`config.mk`:
```
export PLATFORM = sky130hd
export DESIGN_NAME = raster_pixel_writer_flat
export DESIGN_NICKNAME = d
export VERILOG_FILES = /design/src/rtl/raster_pkg.sv /design/src/rtl/raster_pixel_writer_if.sv /design/src/rtl/fb_addr_gen.sv /design/src/rtl/raster_pixel_writer.sv /design/src/flat_wrapper.sv
export SDC_FILE = /design/constraint.sdc
export NUM_CORES = 1
export LEC_CHECK = 0
export ABC_AREA = 1
export BUFFER_PORTS_ARGS = -buffer_cell sky130_fd_sc_hd__clkbuf_2
export CAP_MARGIN = 40
export CORE_ASPECT_RATIO = 1.1
export CORE_MARGIN = 4
export CORE_UTILIZATION = 55
export CTS_BUF_LIST = sky130_fd_sc_hd__clkbuf_4
export DETAILED_ROUTE_END_ITERATION = 8
export PLACE_DENSITY = 0.83
export SYNTH_ARGS = -nofsm -noshare
export SYNTH_HDL_FRONTEND = slang
export SYNTH_SLANG_ARGS = --single-unit
```
`constraint.sdc`:
```
create_clock -name clock -period 4.1 [get_ports clock]
set_clock_uncertainty 0.2 [all_clocks]
set_input_delay 0.41 -clock clock [delete_from_list [all_inputs] [get_ports clock]]
set_output_delay 0.41 -clock clock [all_outputs]
set_load 0.01 [all_outputs]
```
`src/rtl/raster_pkg.sv`:
```
// Shared definitions for the raster pixel path.
// Holds pixel field widths, the far-plane depth written on clear, the writer
// state encoding and a saturating-counter helper shared by the writer.
package raster_pkg;

    localparam int DEPTH_W = 2;
    localparam int COLOR_W = 16;
    localparam int COORD_W = 16;

    localparam logic [DEPTH_W-1:0] DEPTH_FAR = 2'b11;

    typedef enum logic [1:0] {
        ST_IDLE  = 2'd0,
        ST_CLEAR = 2'd1,
        ST_READ  = 2'd2,
        ST_TEST  = 2'd3
    } state_t;

    // Statistics counters stick at all-ones instead of wrapping.
    function automatic logic [15:0] sat_inc(input logic [15:0] value);
        return (value == 16'hFFFF) ? value : value + 16'd1;
    endfunction

endpackage

```
`src/rtl/raster_pixel_writer_if.sv`:
```
// Bundle of the pixel writer's signals: clear request, pixel stream
// handshake, frame-done level/pulse, frame buffer memory port and status.
// slave  : the pixel writer (consumes pixels, drives the memory port).
// master : the environment (rasterizer + frame buffer + control).
interface raster_pixel_writer_if #(
    parameter int ADDR_W = 15
);
    import raster_pkg::*;

    logic                in_sig_clear;
    logic [COLOR_W-1:0]  in_clear_color;
    logic                in_pixel_valid;
    logic                out_pixel_ready;
    logic [COORD_W-1:0]  in_pixel_x;
    logic [COORD_W-1:0]  in_pixel_y;
    logic [DEPTH_W-1:0]  in_pixel_depth;
    logic [COLOR_W-1:0]  in_pixel_color;
    logic                in_sig_rasterize_done;
    logic                out_sig_frame_done;
    logic [ADDR_W-1:0]   out_mem_addr;
    logic                out_mem_rd_en;
    logic [DEPTH_W-1:0]  in_mem_depth_rdata;
    logic                out_mem_wr_en;
    logic [DEPTH_W-1:0]  out_mem_wr_depth;
    logic [COLOR_W-1:0]  out_mem_wr_color;
    logic                out_busy;
    logic [15:0]         out_pixels_written;
    logic [15:0]         out_pixels_culled;

    modport slave (
        input  in_sig_clear, in_clear_color, in_pixel_valid, in_pixel_x,
               in_pixel_y, in_pixel_depth, in_pixel_color,
               in_sig_rasterize_done, in_mem_depth_rdata,
        output out_pixel_ready, out_sig_frame_done, out_mem_addr,
               out_mem_rd_en, out_mem_wr_en, out_mem_wr_depth,
               out_mem_wr_color, out_busy, out_pixels_written,
               out_pixels_culled
    );

    modport master (
        output in_sig_clear, in_clear_color, in_pixel_valid, in_pixel_x,
               in_pixel_y, in_pixel_depth, in_pixel_color,
               in_sig_rasterize_done, in_mem_depth_rdata,
        input  out_pixel_ready, out_sig_frame_done, out_mem_addr,
               out_mem_rd_en, out_mem_wr_en, out_mem_wr_depth,
               out_mem_wr_color, out_busy, out_pixels_written,
               out_pixels_culled
    );

endinterface

```
`src/rtl/fb_addr_gen.sv`:
```
// Combinational frame buffer address generator.
// Ports: x, y (screen coordinates) -> addr = y*FB_WIDTH + x and on_screen,
// which is high when the coordinate lies inside the frame buffer. addr is
// only meaningful when on_screen is high, so the truncated multiply-add
// never wraps for the coordinates that are actually used.
module fb_addr_gen
    import raster_pkg::*;
#(
    parameter int FB_WIDTH  = 160,
    parameter int FB_HEIGHT = 120,
    parameter int ADDR_W    = 15
) (
    input  logic [COORD_W-1:0] x,
    input  logic [COORD_W-1:0] y,
    output logic [ADDR_W-1:0]  addr,
    output logic               on_screen
);

    assign on_screen = (x < COORD_W'(FB_WIDTH)) && (y < COORD_W'(FB_HEIGHT));
    assign addr      = ADDR_W'(y) * ADDR_W'(FB_WIDTH) + ADDR_W'(x);

endmodule

```
`src/rtl/raster_pixel_writer.sv`:
```
// Pixel sink behind the edge rasterizer.
// Ports: clock, reset_n (synchronous, active-low) and the slave side of
// raster_pixel_writer_if. Accepts pixels, culls off-screen ones, does a
// read-modify-write depth test (smaller depth is nearer, ties pass), writes
// passing pixels, clears the whole frame buffer on request and converts the
// rasterizer's done level into a single frame-done pulse issued from IDLE,
// i.e. only after the last accepted pixel has retired.
module raster_pixel_writer
    import raster_pkg::*;
#(
    parameter int FB_WIDTH  = 160,
    parameter int FB_HEIGHT = 120,
    parameter int ADDR_W    = 15
) (
    input  logic                  clock,
    input  logic                  reset_n,
    raster_pixel_writer_if.slave  bus
);

    localparam int                FB_PIXELS = FB_WIDTH * FB_HEIGHT;
    localparam logic [ADDR_W-1:0] LAST_ADDR = ADDR_W'(FB_PIXELS - 1);

    state_t               state_q, state_d;
    logic [ADDR_W-1:0]    addr_q, addr_d;
    logic [DEPTH_W-1:0]   depth_q, depth_d;
    logic [COLOR_W-1:0]   color_q, color_d;
    logic [15:0]          written_q, written_d;
    logic [15:0]          culled_q, culled_d;
    logic                 pending_q, pending_d;
    logic                 done_in_q, done_in_d;

    logic [ADDR_W-1:0]    gen_addr;
    logic                 on_screen;
    logic                 pixel_ready;
    logic                 mem_rd_en;
    logic                 mem_wr_en;
    logic [DEPTH_W-1:0]   mem_wr_depth;
    logic [COLOR_W-1:0]   mem_wr_color;
    logic                 frame_done;

    fb_addr_gen #(
        .FB_WIDTH  (FB_WIDTH),
        .FB_HEIGHT (FB_HEIGHT),
        .ADDR_W    (ADDR_W)
    ) u_addr_gen (
        .x         (bus.in_pixel_x),
        .y         (bus.in_pixel_y),
        .addr      (gen_addr),
        .on_screen (on_screen)
    );

    // addr_q doubles as the clear sweep counter; it is also the memory
    // address in every state, which keeps the address at 0 after reset.
    always_comb begin
        state_d      = state_q;
        addr_d       = addr_q;
        depth_d      = depth_q;
        color_d      = color_q;
        written_d    = written_q;
        culled_d     = culled_q;
        done_in_d    = bus.in_sig_rasterize_done;
        pixel_ready  = 1'b0;
        mem_rd_en    = 1'b0;
        mem_wr_en    = 1'b0;
        mem_wr_depth = depth_q;
        mem_wr_color = color_q;
        frame_done   = 1'b0;

        case (state_q)
            ST_IDLE: begin
                pixel_ready = !bus.in_sig_clear;
                frame_done  = pending_q;
                if (bus.in_sig_clear) begin
                    state_d   = ST_CLEAR;
                    addr_d    = '0;
                    written_d = '0;
                    culled_d  = '0;
                end else if (bus.in_pixel_valid) begin
                    if (!on_screen) begin
                        culled_d = sat_inc(culled_q);
                    end else begin
                        addr_d  = gen_addr;
                        depth_d = bus.in_pixel_depth;
                        color_d = bus.in_pixel_color;
                        state_d = ST_READ;
                    end
                end
            end
            ST_READ: begin
                mem_rd_en = 1'b1;
                state_d   = ST_TEST;
            end
            ST_TEST: begin
                // Stored depth arrives one cycle after the read strobe.
                if (depth_q <= bus.in_mem_depth_rdata) begin
                    mem_wr_en = 1'b1;
                    written_d = sat_inc(written_q);
                end else begin
                    culled_d = sat_inc(culled_q);
                end
                state_d = ST_IDLE;
            end
            ST_CLEAR: begin
                mem_wr_en    = 1'b1;
                mem_wr_depth = DEPTH_FAR;
                mem_wr_color = bus.in_clear_color;
                if (addr_q == LAST_ADDR) begin
                    state_d = ST_IDLE;
                end else begin
                    addr_d = addr_q + 1'b1;
                end
            end
            default: state_d = ST_IDLE;
        endcase

        // A new rising edge wins over the clear caused by this cycle's pulse.
        pending_d = (pending_q && !frame_done) ||
                    (bus.in_sig_rasterize_done && !done_in_q);
    end

    always_ff @(posedge clock) begin
        if (!reset_n) begin
            state_q   <= ST_IDLE;
            addr_q    <= '0;
            depth_q   <= '0;
            color_q   <= '0;
            written_q <= '0;
            culled_q  <= '0;
            pending_q <= 1'b0;
            done_in_q <= 1'b0;
        end else begin
            state_q   <= state_d;
            addr_q    <= addr_d;
            depth_q   <= depth_d;
            color_q   <= color_d;
            written_q <= written_d;
            culled_q  <= culled_d;
            pending_q <= pending_d;
            done_in_q <= done_in_d;
        end
    end

    assign bus.out_pixel_ready    = pixel_ready;
    assign bus.out_sig_frame_done = frame_done;
    assign bus.out_mem_addr       = addr_q;
    assign bus.out_mem_rd_en      = mem_rd_en;
    assign bus.out_mem_wr_en      = mem_wr_en;
    assign bus.out_mem_wr_depth   = mem_wr_depth;
    assign bus.out_mem_wr_color   = mem_wr_color;
    assign bus.out_busy           = (state_q != ST_IDLE);
    assign bus.out_pixels_written = written_q;
    assign bus.out_pixels_culled  = culled_q;

endmodule
```
`src/flat_wrapper.sv`:
```
// flat-port wrapper written by rule: the top's interface ports become plain ports
module raster_pixel_writer_flat import raster_pkg::*;
#(
    parameter int FB_WIDTH  = 160,
    parameter int FB_HEIGHT = 120,
    parameter int ADDR_W    = 15
)
  (clock, reset_n, bus_in_sig_clear, bus_in_clear_color, bus_in_pixel_valid, bus_in_pixel_x, bus_in_pixel_y, bus_in_pixel_depth, bus_in_pixel_color, bus_in_sig_rasterize_done, bus_in_mem_depth_rdata, bus_out_pixel_ready, bus_out_sig_frame_done, bus_out_mem_addr, bus_out_mem_rd_en, bus_out_mem_wr_en, bus_out_mem_wr_depth, bus_out_mem_wr_color, bus_out_busy, bus_out_pixels_written, bus_out_pixels_culled);
  raster_pixel_writer_if #(.ADDR_W(ADDR_W)) bus_i ();
  input  logic clock;
  input  logic reset_n;
  input wire logic [$bits(bus_i.in_sig_clear)-1:0] bus_in_sig_clear;
  input wire logic [$bits(bus_i.in_clear_color)-1:0] bus_in_clear_color;
  input wire logic [$bits(bus_i.in_pixel_valid)-1:0] bus_in_pixel_valid;
  input wire logic [$bits(bus_i.in_pixel_x)-1:0] bus_in_pixel_x;
  input wire logic [$bits(bus_i.in_pixel_y)-1:0] bus_in_pixel_y;
  input wire logic [$bits(bus_i.in_pixel_depth)-1:0] bus_in_pixel_depth;
  input wire logic [$bits(bus_i.in_pixel_color)-1:0] bus_in_pixel_color;
  input wire logic [$bits(bus_i.in_sig_rasterize_done)-1:0] bus_in_sig_rasterize_done;
  input wire logic [$bits(bus_i.in_mem_depth_rdata)-1:0] bus_in_mem_depth_rdata;
  output wire logic [$bits(bus_i.out_pixel_ready)-1:0] bus_out_pixel_ready;
  output wire logic [$bits(bus_i.out_sig_frame_done)-1:0] bus_out_sig_frame_done;
  output wire logic [$bits(bus_i.out_mem_addr)-1:0] bus_out_mem_addr;
  output wire logic [$bits(bus_i.out_mem_rd_en)-1:0] bus_out_mem_rd_en;
  output wire logic [$bits(bus_i.out_mem_wr_en)-1:0] bus_out_mem_wr_en;
  output wire logic [$bits(bus_i.out_mem_wr_depth)-1:0] bus_out_mem_wr_depth;
  output wire logic [$bits(bus_i.out_mem_wr_color)-1:0] bus_out_mem_wr_color;
  output wire logic [$bits(bus_i.out_busy)-1:0] bus_out_busy;
  output wire logic [$bits(bus_i.out_pixels_written)-1:0] bus_out_pixels_written;
  output wire logic [$bits(bus_i.out_pixels_culled)-1:0] bus_out_pixels_culled;
  assign bus_i.in_sig_clear = bus_in_sig_clear;
  assign bus_i.in_clear_color = bus_in_clear_color;
  assign bus_i.in_pixel_valid = bus_in_pixel_valid;
  assign bus_i.in_pixel_x = bus_in_pixel_x;
  assign bus_i.in_pixel_y = bus_in_pixel_y;
  assign bus_i.in_pixel_depth = bus_in_pixel_depth;
  assign bus_i.in_pixel_color = bus_in_pixel_color;
  assign bus_i.in_sig_rasterize_done = bus_in_sig_rasterize_done;
  assign bus_i.in_mem_depth_rdata = bus_in_mem_depth_rdata;
  assign bus_out_pixel_ready = bus_i.out_pixel_ready;
  assign bus_out_sig_frame_done = bus_i.out_sig_frame_done;
  assign bus_out_mem_addr = bus_i.out_mem_addr;
  assign bus_out_mem_rd_en = bus_i.out_mem_rd_en;
  assign bus_out_mem_wr_en = bus_i.out_mem_wr_en;
  assign bus_out_mem_wr_depth = bus_i.out_mem_wr_depth;
  assign bus_out_mem_wr_color = bus_i.out_mem_wr_color;
  assign bus_out_busy = bus_i.out_busy;
  assign bus_out_pixels_written = bus_i.out_pixels_written;
  assign bus_out_pixels_culled = bus_i.out_pixels_culled;
  raster_pixel_writer #(.FB_WIDTH(FB_WIDTH), .FB_HEIGHT(FB_HEIGHT), .ADDR_W(ADDR_W)) u_core (.clock(clock), .reset_n(reset_n), .bus(bus_i));
endmodule
```
# Word level (Yosys, flattened, before mapping)
# Index checks and enable logic that the tools add are counted.
dict set report word_totals {
  ff_bits 69
  inputBits 73
  output_inout_bits 70
}
dict set report classes {
  n_addsub 4
  n_mul 1
  order_cmp 3
  eq_ne 15
  muxes 27
  n_bitwise 1
  n_reduce_logical 16
}
# cell count
set ops {}
lappend ops {{$mux 16} 9}
lappend ops {{$pmux 16 s2} 2}
lappend ops {{$mux 15} 4}
lappend ops {{$add 16x1->16 const B} 2}
lappend ops {{$eq 16x16->1 const B} 2}
lappend ops {{$pmux 15 s2} 1}
lappend ops {{$lt 16x7->1 const B} 1}
lappend ops {{$lt 16x8->1 const B} 1}
lappend ops {{$reduce_and 4->1} 4}
lappend ops {{$add 15x1->15 const B} 1}
lappend ops {{$add 15x15->15} 1}
lappend ops {{$eq 15x15->1 const B} 1}
lappend ops {{$mul 15x3->10 const B} 1}
lappend ops {{$mux 2} 5}
lappend ops {{$ne 2x2->1 const B} 4}
lappend ops {{$pmux 2 s4} 1}
lappend ops {{$ne 3x3->1 const B} 2}
lappend ops {{$reduce_bool 2->1} 3}
lappend ops {{$eq 2x2->1 const B} 2}
lappend ops {{$mux 1} 4}
lappend ops {{$ne 2x1->1 const B} 2}
lappend ops {{$logic_and 1x1->1} 3}
lappend ops {{$logic_not 1->1} 3}
lappend ops {{$ne 3x2->1 const B} 1}
lappend ops {{other kinds (7)} 7}

# Longest topological paths before layout
# Gate-level depths: netlist (run 1).
dict set report logic_depth {
  ltp_word 6
  ltp_mapped 17
  ltp_nobuf 17
}

# Hierarchy
# From an unflattened synthesis (run 1), not the netlist that was laid out.
dict set report hier_totals {
  hier_cells 855
  hier_area_um2 5192.5
}
# module n_inst cells_per_inst area_each_um2 seq_area_each_um2
set by_module_without_submodules {}
lappend by_module_without_submodules {raster_pixel_writer 1 688 4219.0 1381.3}
lappend by_module_without_submodules {fb_addr_gen 1 167 973.4 0.0}

# Worst setup path after synthesis (run 1)
# Ideal clock, no wire load.
dict set report synth_path {
  kind {input port to flip-flop}
  startpoint {input port bus_in_pixel_y[1]}
  endpoint {register u_core.addr_q[14], in the netlist u_core.bus.out_mem_addr[14]}
  setup_time_ps 117
  arrival_time_ps 2445
  path_slack_ps 1339
  stages 15
  n_path_buf 0
  path_cell_list {ha_1 -> ha_1 -> fa_1 -> nand2_1 -> nand3_1 -> nand2_1 -> xnor2_1 -> ha_1 -> nand2_1 -> nor2_1 -> nand3_1 -> nand3_1 -> nand3_1 -> nand3_1 -> a21oi_1}
}
dict set report synth_via {
  elab_chain_cells 6
  word_cells_on_any_way 10
}
# element line_no
set synth_lines {}
lappend synth_lines {{from (decl)} flat_wrapper.sv:16} ;# input wire logic [$bits(bus_i.in_pixel_y)-1:0] bus_in_pixel_y;
lappend synth_lines {{$mul 15x3->10} fb_addr_gen.sv:20} ;# assign addr = ADDR_W'(y) * ADDR_W'(FB_WIDTH) + ADDR_W'(x);
lappend synth_lines {{$add 15x15->15} fb_addr_gen.sv:20}
lappend synth_lines {{$mux 15} raster_pixel_writer.sv:79} ;# if (!on_screen) begin
lappend synth_lines {{$mux 15} raster_pixel_writer.sv:78} ;# end else if (bus.in_pixel_valid) begin
lappend synth_lines {{$mux 15} raster_pixel_writer.sv:73} ;# if (bus.in_sig_clear) begin
lappend synth_lines {{$pmux 15 s2} raster_pixel_writer.sv:69} ;# case (state_q)
lappend synth_lines {{to (signal assigned)} raster_pixel_writer.sv:133} ;# addr_q <= addr_d;
lappend synth_lines {{to (decl)} raster_pixel_writer.sv:24} ;# logic [ADDR_W-1:0] addr_q, addr_d;
# Several ways; a longest one is shown, not always the timed one. The select of a mux whose other input is x is not followed.
# A chain may end at the register's enable or synchronous reset.

# Worst setup path after layout (run 1)
dict set report layout_path {
  startpoint {register u_core.state_q[0]}
  endpoint {register u_core.culled_q[11], in the netlist u_core.bus.out_pixels_culled[11]}
}
dict set report layout_via {
  elab_chain_cells 3
  word_cells_on_any_way 8
}
# element line_no
set layout_lines {}
lappend layout_lines {{from (decl)} raster_pixel_writer.sv:23} ;# state_t state_q, state_d;
lappend layout_lines {{from (signal assigned)} raster_pixel_writer.sv:132} ;# state_q <= state_d;
lappend layout_lines {{$eq 2x2->1 or $logic_not 2->1 (tied branches)} raster_pixel_writer.sv:69}
lappend layout_lines {{$ne 2x2->1 (no line) (tied with other cells)} --}
lappend layout_lines {{$reduce_and 4->1 (no line)} --}
lappend layout_lines {{to (signal assigned)} raster_pixel_writer.sv:137} ;# culled_q <= culled_d;
lappend layout_lines {{to (decl)} raster_pixel_writer.sv:28} ;# logic [15:0] culled_q, culled_d;
# Several ways; a longest one is shown, not always the timed one.

==> qor.csv, run 1 <==
metric,value,unit
outcome,"finished, final reports clean",
cts_setup_buffers,0,
drv_slew,0,
crit_required,4.25,ns
netlist_area,5130,um^2
gr-total-overflow,0,
hold_class,input pin to register,
synth_seq_area_share,26.9,%
clockBufferDepth,2,
slew_headroom,42.3,%
drt_iter0_markers,232,
htreeDepth,3,
rsz0062_at_grt,no,
antenna_found_initial,0,
finalPower,1.79,mW
synth_seq_cells,69,
synth_edf_count,0,
fin_crit_sh,68.2,%
grt_pass1_vias,4975,
async_flop_share,0,%
final_antenna_net_count,0,
core,8960,um^2
grt_usage,24.3,%
clkLatencyLatePin,0.42,ns
die_width,100,um
gp_congestion,0.910,
final_util,67.7,%
grt_first_pass_wirelength,22000,um
ios,143,
die_y,109,um
rows,36,
dr.pass1.iters,5,
worst-path-max-fanout,14,
cp.arrival,2.95,ns
clkTransAtPathRegs,0.13,ns
num_antenna_cells,0,
cts_made_buffers,9,
startpoint_type,register,
route.detailed.drc,0,
fill_cells,872,
syn2layout_area_growth,18.4,%
vias,5619,
end_kind,register,
netlist_instances,834,
cts_tree,built,
worst_slew_pin_slew,0.862,ns
dpl.hpwl,10200,um
p_leak,2.87,nW
drt-wirelength-per-cell,12.2,um
numClockSinks,69,
period_needed,2.80,ns
final_net_count,1070,
fin_tns_setup,0,ns
cap_violations,0,
synth_area_leaders,"dfxtp_1 (27%), nand2_1 (16%), nor2_1 (9.0%), inv_1 (7.0%), a21oi_1 (6.9%)",
yosysTopAreaCellShare,26.9,%
start_util,57.2,%
clock.fmax,357,MHz
yosysUniqueCellTypes,37,
synth_area_leader_cell,dfxtp_1,
hold_viol_final,0,
yosys_warnings,0,
viasPerCell,5.17,
portBuffers,142,
grt_max_degree,47,
die-area,10900,um^2
syn_nets,936,
cts_root_buf,clkbuf_4,
setup_violations,0,
power_density,295,nW/um^2
syn_area_per_cell,6.15,um^2
routed_wl,13300,um
peakVddDrop,0.187,mV
path_class,register to register,
ys.flop_type,dfxtp_1,
layout-drive-gt1-share,18.2,%
==> kinds of logic (layout without fill, tap and decap cells) <==
logic type                 after synthesis  in the layout  share of synthesized area [%]
and+or+nand+nor                        437            437                           36.0
AOI/OAI and AO/OA                      156            156                           16.4
buffers and inverters                  122            261                           9.76
DFF                                     69             69                           26.9
adders and majority gates               29             29                           7.37
xor gates and xnor gates                21             21                           3.59
==> synth_stat cells (all sizes together) (6+ instances only) <==
| master | count |
|---|---|
| buf | 9 |
| o21ai | 63 |
| clkbuf | 14 |
| nand4 | 17 |
| xor2 | 13 |
| nand3 | 56 |
| dfxtp | 69 |
| a22oi | 6 |
| nand2 | 224 |
| a21oi | 71 |
| xnor2 | 8 |
| inv | 99 |
| ha | 27 |
| nor2 | 127 |
| nor3 | 7 |
==> area by class of cell <==
class,count,area [um^2],area share [%]
multi-input cells,643,3240,53.5
flip-flops and latches,69,1380,22.8
repair buffers,146,763,12.6
inverters,99,372,6.12
well taps,114,143,2.35
clock inverters,7,97.6,1.61
clock buffers,9,67.6,1.11
==> power breakdown <==
part	switching, mW	internal [mW]
registers	0.0422	0.699
clock network	0.270	0.249
logic	0.330	0.202
==> stage by stage <==
| step | hold slack (ns) | instance area [um^2] | cells | worst slack, ns |
|---|---|---|---|---|
| 3_5_place_dp | 0.211 | 5890 | 1070 | 1.01 |
| 2_1_floorplan | 0.204 | 5130 | 834 | 1.34 |
| 5_1_grt | 0.0318 | 6070 | 1087 | 1.04 |
| 4_1_cts | 0.0312 | 6070 | 1087 | 1.30 |
| 6_report | 0.0565 | 6070 | 1087 | 1.30 |
| 3_3_place_gp | 0.209 | 5870 | 1069 | 1.05 |
==> sequential cells by signal (all words and copies together), names as in the netlist <==
name / cells
u_core.bus.out_pixels_culled: 16
u_core.bus.out_pixels_written: 16
u_core.color_q: 16
u_core.bus.out_mem_addr: 15
u_core.depth_q: 2
u_core.state_q: 2
u_core.done_in_q: 1
u_core.pending_q: 1
==> worst max-delay path, cell delays in order (launching register included) <==
cell      delay, ns
dfxtp_1        0.40
nand2_1        0.35
inv_1          0.43
o211ai_1       0.16
nand2_1        0.16
nand3_1        0.40
inv_1          0.39
nand2_1        0.10
a21oi_1        0.13
==> metal layers <==
| layer | GRT usage (%) | share of wire (%) | wire, um |
|---|---|---|---|
| met1 | 30.9 | 42 | 5610 |
| met2 | 42.9 | 50 | 6590 |
| met3 | 3.65 | 6.3 | 838 |
| met4 | 6.45 | 1.6 | 213 |
| met5 | 0 | 0 | 0 |
==> cell usage in the layout (no fill, tap or decap), types with 2 or more instances in the layout <==
| master | instances |
|---|---|
| nand4_1 | 17 |
| nor2_2 | 2 |
| nand3_1 | 54 |
| o21a_1 | 5 |
| xor2_1 | 13 |
| clkinv_4 | 2 |
| bufinv_16 | 2 |
| buf_4 | 2 |
| inv_1 | 96 |
| a22oi_1 | 6 |
| xnor2_1 | 8 |
| nor3_4 | 2 |
| or2_2 | 3 |
| nor3_1 | 5 |
| nand2_2 | 2 |
| nor2_4 | 2 |
| o22ai_1 | 2 |
| nand3_2 | 2 |
| clkbuf_4 | 9 |
| o21ai_0 | 63 |
| o21bai_1 | 4 |
| nor2_1 | 123 |
| inv_2 | 3 |
| clkbuf_2 | 142 |
| nand3b_1 | 2 |
| dfxtp_1 | 69 |
| nand2_1 | 221 |
| ha_1 | 27 |
| a21oi_1 | 71 |
| fa_1 | 2 |
| a22o_1 | 2 |
==> worst paths after layout <==
path | depth (start not counted) | start | end | slack (ns)
setup / recovery | 8 | u_core.state_q[0] | u_core.bus.out_pixels_culled[11] | 1.30
hold / removal | 3 | bus_in_pixel_color[12] | u_core.color_q[12] | 0.06
setup reg to reg | 8 | u_core.state_q[0] | u_core.bus.out_pixels_culled[11] | 1.30
hold reg to reg | 1 | u_core.done_in_q | u_core.pending_q | 0.25
==> repair_timing <==
action,in CTS,in global routing
hold buffers,1,0
resized for setup,0,0
endpoints found under the hold margin,1,0
Note: power is estimated with default switching activity, not from simulation.
==> inputs of run 2 (changes only) <==
--- a/config.mk
+++ b/config.mk
@@ -10,10 +10,10 @@
 export CAP_MARGIN = 40
 export CORE_ASPECT_RATIO = 1.1
 export CORE_MARGIN = 4
-export CORE_UTILIZATION = 55
+export CORE_UTILIZATION = 49
 export CTS_BUF_LIST = sky130_fd_sc_hd__clkbuf_4
 export DETAILED_ROUTE_END_ITERATION = 8
-export PLACE_DENSITY = 0.83
+export PLACE_DENSITY = 0.79
 export SYNTH_ARGS = -nofsm -noshare
 export SYNTH_HDL_FRONTEND = slang
 export SYNTH_SLANG_ARGS = --single-unit
==> constraint.sdc (replaced) <==
create_clock -name clock -period 2.3 [get_ports clock]
set_clock_uncertainty 0.2 [all_clocks]
set_input_delay 0.23 -clock clock [delete_from_list [all_inputs] [get_ports clock]]
set_output_delay 0.23 -clock clock [all_outputs]
set_load 0.01 [all_outputs]
==> run 2 against run 1 <==
The flow now finishes with violations (setup timing); cell area rose by 13%; critical path depth rose by 8; register-to-register slack got worse by 1.1 ns; critical path type is now input pin to register; critical endpoint is now u_core.bus.out_mem_addr[11].
==> qor.csv, run 2 (synthesis gave the netlist of run 1 again) <==
metric,value,unit
outcome,finished with violations,
violations,setup timing,
p_leak,3.20,nW
clkLatencyLatePin,0.41,ns
path_delay_family,adder cells,
cp.arrival,2.46,ns
worstPathBufferInverterCount,3,
worst_path_most_repeated_cell,nand2_1,
num_antenna_cells,0,
fin_crit_sh,100,%
grt_max_degree,45,
final_net_count,1135,
routed_wl,14900,um
startpoint_type,input pin,
drv_slew,0,
layout_commonest_cell,nand2_1,
gr-total-overflow,0,
start_util,51.1,%
worst-path-max-fanout,4,
drt-wirelength-per-cell,12.6,um
viasPerCell,5.08,
ios,143,
worst_slew_pin_slew,0.610,ns
max_stage_delay,0.36,ns
peakVddDrop,0.316,mV
syn2layout_area_growth,33.3,%
fill_cells,933,
power_density,515,nW/um^2
multi_input_area,3390,um^2
core,10000,um^2
clockBufferDepth,2,
dpl.hpwl,11000,um
antenna_found_initial,0,
rsz0062_at_grt,yes,
dr.pass1.iters,5,
grt_first_pass_wirelength,24400,um
hold_class,input pin to register,
gp_congestion,0.972,
cts_made_buffers,9,
hold_viol_final,0,
cts_tree,built,
grt_pass1_vias,5482,
die_y,115,um
seqCellArea,1380,um^2
slew_headroom,59.3,%
setup_violations,1,
die-area,12200,um^2
die_width,106,um
path_class,input pin to register,
layout-drive-gt1-share,23.3,%
rows,38,
slowest_stage,ha_1,
worst_slack,-0.00205,ns
crit_required,2.45,ns
grt_usage,24.0,%
htreeDepth,3,
drt_iter0_markers,273,
final_cell_mix,"nand2_1 (217), clkbuf_2 (140), nor2_1 (122)",
crit_chain,"buf_8, ha_4, ha_4, fa_2, buf_4, xor2_1, ha_1, nand2_1, inv_1, nand4_1, nand3_1, nand2_1, nand2_1, o21ai_0, nor2_1, nor2_1",
cts_root_buf,clkbuf_4,
clock.fmax,434,MHz
finalPower,3.52,mW
period_needed,2.30,ns
cap_violations,0,
end_kind,register,
route.detailed.drc,0,
r2r_slack,0.23,ns
numClockSinks,69,
final_util,68.1,%
final_antenna_net_count,0,
vias,5989,
clkTransAtPathRegs,0.12,ns
portBuffers,142,
## run 2: cell types whose count changed in the layout (fill, tap and decap cells not counted), sizes merged
cell         previous run  this run
buf                     3        46
dlygate4sd3             1        24
clkinv                  3         1
bufinv                  2         3
clkinvlp                1         2
inv                   100        99
## run 2: worst min-delay path, delay by kind of cell
kind,cells,cell delay (ns)
AO/OA/AOI/OAI,2,0.23
buffers and inverters,1,0.15
## run 2: routing by layer
metal	global-route usage (%)	up-vias	routed length [um]
met5	0	-	0
met4	8.81	0	342
met3	3.65	27	743
met2	43.1	180	7550
met1	29.2	2680	6230
li1	-	3102	-
## run 2: cell type report
| type | count | area share, % |
|---|---|---|
| multi-input cells | 643 | 49.6 |
| repair buffers | 211 | 19.4 |
| well taps | 140 | 2.56 |
| clock buffers | 10 | 1.10 |
| inverters | 99 | 5.49 |
| flip-flops and latches | 69 | 20.2 |
| clock inverters | 6 | 1.61 |
## run 2: stage by stage
step	setup slack (ns)	cell area, um^2	hold WS (ns)	TNS (ns)	instances
after floorplan	-0.113	5200	0.142	-0.252	834
after global placement	-0.350	6270	0.211	-1.50	1133
after detailed placement	-0.395	6270	0.231	-1.62	1133
after CTS	0.0409	6700	0.0243	0	1173
after global routing	-0.142	6830	0.0551	-0.314	1178
final	-0.00205	6830	0.0400	-0.00205	1178
## run 2: worst paths after layout
path / startpoint / end / depth (start not counted)
worst min register to register: u_core.color_q[2] / u_core.color_q[2] / 2
worst max register to register: u_core.bus.out_pixels_written[0] / u_core.bus.out_pixels_written[12] / 9
worst min-delay path: bus_in_sig_clear / u_core.state_q[0] / 3
worst max-delay path: bus_in_pixel_y[3] / u_core.bus.out_mem_addr[11] / 16
## run 2: timing repair
item / CTS / global route
gates resized for setup: 0 / 21
buffers inserted: 0 / 4
hold buffers: 24 / 0
endpoints found under the hold margin: 25 / 0
endpoints found under the setup margin: 0 / 6
## run 2: power by group
| group | leakage, nW | internal, mW | total (mW) | switching, mW |
|---|---|---|---|---|
| sequential | 0.560 | 1.25 | 1.31 | 0.0655 |
| combinational | 2.54 | 0.510 | 1.18 | 0.672 |
| clock | 0.0947 | 0.563 | 1.03 | 0.466 |
